[config.mk]
export PLATFORM = sky130hd
export DESIGN_NAME = bus_arbiter_rr
export DESIGN_NICKNAME = d
export VERILOG_FILES = /design/src/rtl/bus_arbiter_rr.sv
export SDC_FILE = /design/constraint.sdc
export NUM_CORES = 1
export LEC_CHECK = 0
export ABC_CLOCK_PERIOD_IN_PS = 2250
export BUFFER_PORTS_ARGS = -buffer_cell sky130_fd_sc_hd__buf_2
export CAP_MARGIN = 20
export CORE_AREA = 3 3 40 42
export DETAILED_ROUTE_END_ITERATION = 6
export DIE_AREA = 0 0 43 45
export GPL_TIMING_DRIVEN = 1
export PLACE_DENSITY = 0.7
export SYNTH_ARGS = -nofsm -noshare
export SYNTH_HDL_FRONTEND = slang
export SYNTH_SLANG_ARGS = --single-unit
export TNS_END_PERCENT = 100
[constraint.sdc]
create_clock -name clk -period 2.25 [get_ports clk]
set_input_delay 0.5625 -clock clk [delete_from_list [all_inputs] [get_ports clk]]
set_output_delay 0.5625 -clock clk [all_outputs]
set_load 0.1 [all_outputs]
[src/rtl/bus_arbiter_rr.sv]
// Round-robin arbiter for one shared bus: holds a grant until the owner releases
// it, then leaves a turnaround gap before the next owner may drive.
module bus_arbiter_rr #(
    parameter int N_MASTERS         = 4,
    parameter int TURNAROUND_CYCLES = 1,
    parameter int MAX_HOLD          = 0
) (
    input  logic                         clk,
    input  logic                         reset,
    input  logic [N_MASTERS-1:0]         req,
    input  logic                         mem_ready,
    output logic [N_MASTERS-1:0]         grant,
    output logic                         bus_busy,
    output logic [$clog2(N_MASTERS)-1:0] grant_idx,
    output logic                         timeout
);
    localparam int IW = $clog2(N_MASTERS);
    localparam int TW = $clog2(TURNAROUND_CYCLES + 1);
    localparam logic [IW-1:0] LAST_RESET = IW'(N_MASTERS - 1);
    localparam logic [TW-1:0] TURN_MAX   = TW'(TURNAROUND_CYCLES);
    localparam logic [15:0]   HOLD_MAX   = 16'(MAX_HOLD);

    typedef enum logic [2:0] {
        IDLE  = 3'b001,
        GRANT = 3'b010,
        TURN  = 3'b100
    } state_t;

    state_t               state, state_next;
    logic [N_MASTERS-1:0] grant_next;
    logic                 bus_busy_next;
    logic                 timeout_next;
    logic [IW-1:0]        grant_idx_next;
    logic [15:0]          hold_cnt, hold_next;
    logic [TW-1:0]        turn_cnt, turn_next;
    logic                 any_req;
    logic [IW-1:0]        winner;

    assign any_req = |req;

    // grant_idx doubles as the round-robin pointer. Scanning from the far end
    // lets the nearest requester after the pointer overwrite all others.
    always_comb begin
        int            idx;
        logic [IW-1:0] pos;
        winner = grant_idx;
        idx    = 0;
        pos    = '0;
        for (int k = N_MASTERS; k >= 1; k--) begin
            idx = int'(grant_idx) + k;
            if (idx >= N_MASTERS) idx = idx - N_MASTERS;
            pos = IW'(idx);
            if (req[pos]) winner = pos;
        end
    end

    always_comb begin
        state_next     = state;
        grant_next     = grant;
        bus_busy_next  = bus_busy;
        grant_idx_next = grant_idx;
        timeout_next   = 1'b0;
        hold_next      = hold_cnt;
        turn_next      = turn_cnt;
        case (state)
            IDLE: begin
                grant_next    = '0;
                bus_busy_next = 1'b0;
                if (any_req) begin
                    state_next     = GRANT;
                    grant_next     = N_MASTERS'(1) << winner;
                    bus_busy_next  = 1'b1;
                    grant_idx_next = winner;
                    hold_next      = 16'd1;
                end
            end
            GRANT: begin
                if (!req[grant_idx]) begin
                    state_next    = TURN;
                    grant_next    = '0;
                    bus_busy_next = 1'b0;
                    turn_next     = TW'(1);
                end else if (MAX_HOLD != 0 && hold_cnt == HOLD_MAX) begin
                    state_next    = TURN;
                    grant_next    = '0;
                    bus_busy_next = 1'b0;
                    turn_next     = TW'(1);
                    timeout_next  = 1'b1;
                end else if (hold_cnt != 16'hFFFF) begin
                    hold_next = hold_cnt + 16'd1;
                end
            end
            TURN: begin
                grant_next    = '0;
                bus_busy_next = 1'b0;
                // The old owner must be off the bus and memory idle before handover.
                if (turn_cnt >= TURN_MAX && !mem_ready) begin
                    if (any_req) begin
                        state_next     = GRANT;
                        grant_next     = N_MASTERS'(1) << winner;
                        bus_busy_next  = 1'b1;
                        grant_idx_next = winner;
                        hold_next      = 16'd1;
                    end else begin
                        state_next = IDLE;
                    end
                end else if (turn_cnt < TURN_MAX) begin
                    turn_next = turn_cnt + TW'(1);
                end
            end
            default: begin
                state_next    = IDLE;
                grant_next    = '0;
                bus_busy_next = 1'b0;
            end
        endcase
    end

    always_ff @(posedge clk or posedge reset) begin
        if (reset) begin
            state     <= IDLE;
            grant     <= '0;
            bus_busy  <= 1'b0;
            grant_idx <= LAST_RESET;
            timeout   <= 1'b0;
            hold_cnt  <= '0;
            turn_cnt  <= '0;
        end else begin
            state     <= state_next;
            grant     <= grant_next;
            bus_busy  <= bus_busy_next;
            grant_idx <= grant_idx_next;
            timeout   <= timeout_next;
            hold_cnt  <= hold_next;
            turn_cnt  <= turn_next;
        end
    end
endmodule

* Word-level counts from Yosys, hierarchy flattened *
Cells that the tools add are included.
Widths: inputs -> output; s select.

storage, ports and cells
  input bits = 7
  output and inout port bits = 8
  register bits = 11

cells by class
  shift-type cells = 1
  add/subtract/negate cells = 9
  reductions and logical operators = 8
  eq/ne operators = 8
  magnitude comparators = 11
  muxes and demuxes = 38

operators by type and width
  operator             count
  $mux 2               11
  $lt 2x3->1 const B   5
  $mux 4               3
  $pmux 4 s3           1
  $mux 1               11
  $bmux 1 s2           5
  $ne 2x2->1 const B   5
  $ge 3x3->1 const B   3
  $mux 3               3
  $pmux 3 s3           1
  $sub 2x1->2 const B  4
  $add 2x2->3 const B  2
  $add 2x3->4 const B  1
  $ge 4x3->1 const B   1
  $pmux 2 s2           1
  $reduce_and 4->1     1
  $reduce_bool 2->1    2
  $reduce_or 4->1      1
  $shl 1x2->4 const A  1
  $add 2x1->3 const B  1
  $eq 3x1->1 const B   1
  $eq 3x2->1 const B   1
  $eq 3x3->1 const B   1
  $pmux 1 s3           1
  other kinds (8)      8

* Longest topological paths before layout *
  depth after elaboration = 13
  gate-level depth with buffers = 5
  depth with buffers taken out = 4

* Worst setup path before layout *
No wires, ideal clock.

  path type = reg2reg
  start point = register grant_idx[0]
  end point = register state[1]
  cell stages (with the launch flop) = 5
  path slack = 166 ps
  path buffers = 1
  arrival = 1959 ps
  library setup time = 124 ps
  path through = dfstp_2 -> mux4_2 -> and4_4 -> buf_6 -> or2_1

between the ends
  cells in the longest elaborated chain, start to end = 4

ends and longest elaborated chain
  item                               RTL line  source
  from (decl)                        14        output logic [$clog2(N_MASTERS)-1:0] grant_idx,
  from (signal assigned)             132       grant_idx <= grant_idx_next;
  $bmux 1 s2                         78        if (!req[grant_idx]) begin
  $mux 1 (implied by the code)       78
  $ne 2x2->1 (no source line)        -
  $reduce_and 3->1 (no source line)  -
  to (signal assigned)               129       state <= state_next;
  to (decl)                          29        state_t state, state_next;

No other way between the ends. The select of a mux whose other input is x is not followed.
A chain may end at the register's enable or synchronous reset.

* Worst setup path in the final report *
  start point = register grant_idx[0]
  end point = output grant_idx[0]

No word-level cell between the ends.

==> flow_metrics.env <==
export IMPL_outcome="complete, no violations"
export IMPL_hpwlAfterDp_um=967
export IMPL_timing_max_transition_violations_final=0
export IMPL_timing_critical_path_slowest_cell_delay_ps=590
export IMPL_timing_final_crit_period_ps=1870
export IMPL_cts_hold_buffers=0
export IMPL_num_vias=522
export IMPL_core_area_um2=1280
export IMPL_detail_route_wl_per_cell_um=13.8
export IMPL_final_core_util_pct=53.8
export IMPL_drc=0
export IMPL_clkSinkCount=11
export IMPL_cap_viol_max_count=0
export IMPL_fin_nets=84
export IMPL_synth_edff_count=0
export IMPL_grt_antenna_before_repair=0
export IMPL_syn_avg_cell_area_um2=9.85
export IMPL_synth_cell_area_um2=601
export IMPL_worstSetupStartpointType="register"
export IMPL_synth_distinct_cells=30
export IMPL_chipWidth_um=43
export IMPL_regArea_um2=279
export IMPL_layout_filler_cells=131
export IMPL_cp_top_family="flip-flops"
export IMPL_worstSetupStartpoint="grant_idx[0]$_DFFE_PP1P_"
export IMPL_die_area_um2=1940
export IMPL_global_route_wire_length_before_repair_mm=2.17
export IMPL_ctsHtreeMaxLevel=1
export IMPL_criticalPathCategory="register to output port"
export IMPL_cp_end_kind="output port"
export IMPL_first_iter_violations=16
export IMPL_timing_critical_path_slowest_stage_cell="sky130_fd_sc_hd__dfstp_2"
export IMPL_post_route_cells_drive_above_1_share_pct=28.9
export IMPL_seq_area_frac_synth_pct=46.5
export IMPL_finalSetupViolations=0
export IMPL_synth_yosys_warnings=0
export IMPL_reg2reg_from="grant_idx[0]$_DFFE_PP1P_"
export IMPL_synth_nets=68
export IMPL_multiInputGateArea_um2=277
export IMPL_drt_pass1_iterations=4
export IMPL_synth_async_sr_flop_share_pct=100
export IMPL_arrival_ps=1300
export IMPL_timing_worst_slew_pin_value_ps=525
export IMPL_start_util_pct=46.7
export IMPL_slew_limit_headroom_pct=64.7
export IMPL_wl_mm=1.25
export IMPL_cts_resized=0
export IMPL_place_congestion=0.788
export IMPL_layout_common_cells="sky130_fd_sc_hd__buf_2, sky130_fd_sc_hd__dfrtp_1, sky130_fd_sc_hd__inv_1"
export IMPL_cell_breakdown_of_the_critical_path="buf_2"
export IMPL_cp_data_required_time_ps=1690
export IMPL_std_cell_rows=13
export IMPL_postLayoutCellArea_um2=692
export IMPL_rsz0062_at_grt="no"
export IMPL_first_global_vias=492
export IMPL_tritoncts="built"
export IMPL_timing_hold_violations_final=0
export IMPL_critical_path_cell_count=1
export IMPL_fin_skew_ps=1.56
export IMPL_synth_seq_cells=11
export IMPL_buffer_ports_inserted=13
export IMPL_count_of_antenna_diodes_in_the_layout=0
export IMPL_timing_critical_path_buf_inv=1
export IMPL_setup_total_negative_slack_ps=0
export IMPL_clock_root_buffer="sky130_fd_sc_hd__clkbuf_4"
export IMPL_io_pin_count=15
export IMPL_critical_path_max_fanout=7
export IMPL_route_detailed_vias_per_inst=5.74
export IMPL_largest_net_degree_at_the_start_of_global_routing=12
export IMPL_cts_path_max_buffers=2
export IMPL_dominant_register_cell_in_the_synthesized_netlist="sky130_fd_sc_hd__dfrtp_1"
export IMPL_cts_inserted_buffers=3
export IMPL_gate_count_post_synth=61
export IMPL_syn2layout_area_growth_pct=15.2
export IMPL_fin_cells=91
export IMPL_cts_repair_timing_setup_buffer_count=0
export IMPL_placement_cell_area_um2=666
export IMPL_worstHoldPathType="primary input to asynchronous set/reset pin"
export IMPL_placedCellCount=87
export IMPL_finalCritPeriodShare_pct=82.9
export IMPL_remaining_overflow_grt=0
export IMPL_detail_route_antenna_nets=0
export IMPL_grt_use_total_pct=15.6
export IMPL_worst_r2r_cell_count=3
export IMPL_max_freq_mhz=536
export IMPL_die_height_um=45
export IMPL_worst_setup_hold_path_clk_slew_ps=70
export IMPL_clk_latency_ps=260
export IMPL_layout_cells_most_common="sky130_fd_sc_hd__buf_2"
## layer usage
layer / GRT usage [%] / routed length [um] / up-vias / share of wire, %
met1: 19.6 / 541 / 252 / 43
met3: 7.57 / 83 / 2 / 6.6
met4: 5.42 / 10 / 0 / 0.80
met5: 0 / 0 / - / 0
li1: - / - / 252 / -
met2: 23.7 / 617 / 16 / 49
## flip-flops by register name, summed over array words and instances, names as in the netlist
name       count
grant          4
state          3
grant_idx      2
bus_busy       1
turn_cnt       1
## per-stage QoR
stage / setup WS, ps / hold slack [ps]
after floorplan: 166 / 413
after global placement: 454 / 479
after detailed placement: 402 / 465
after CTS: 381 / 279
after global routing: 334 / 278
final: 385 / 266
## cell usage after synthesis, drive strengths merged (2+ instances only)
master,count,area share (%)
a21oi,2,1.7
nand2b,2,2.1
dfstp,3,13
inv,7,4.4
nor2,4,2.5
nand2,3,1.9
a32o,2,3.3
buf,2,3.1
dfrtp,8,33
o21ai,9,7.5
nor2b,2,2.1
## layout make-up
type | count | share of cell area [%]
Tap cell | 15 | 2.71
Sequential cell | 11 | 40.3
Multi-Input combinational cell | 41 | 40.0
Clock buffer | 4 | 3.80
Inverter | 7 | 3.80
Timing Repair Buffer | 13 | 9.40
## cells by family (layout without fill, tap and decap cells)
group,count (synthesis),in the layout,share of synthesized area [%]
multiplexers,1,1,3.75
other,1,1,0.624
buffers and inverters,9,24,7.50
AND/OR/NAND/NOR,17,17,16.2
AO/OA/AOI/OAI,22,22,25.4
flip-flops,11,11,46.5
## path summary, 6_finish.rpt
check / to / slack, ps
setup / recovery: grant_idx[0] / 380
hold / removal: state[2]$_DFFE_PP0P_ / 270
setup reg to reg: state[2]$_DFFE_PP0P_ / 560
hold reg to reg: bus_busy$_DFFE_PP0P_ / 480
max in group asynchronous: grant_idx[0]$_DFFE_PP1P_ / 1670
min in group clk: bus_busy$_DFFE_PP0P_ / 480
Power is not shown: default switching activity piles up to over one toggle a cycle in this logic, so the estimate is an artifact.
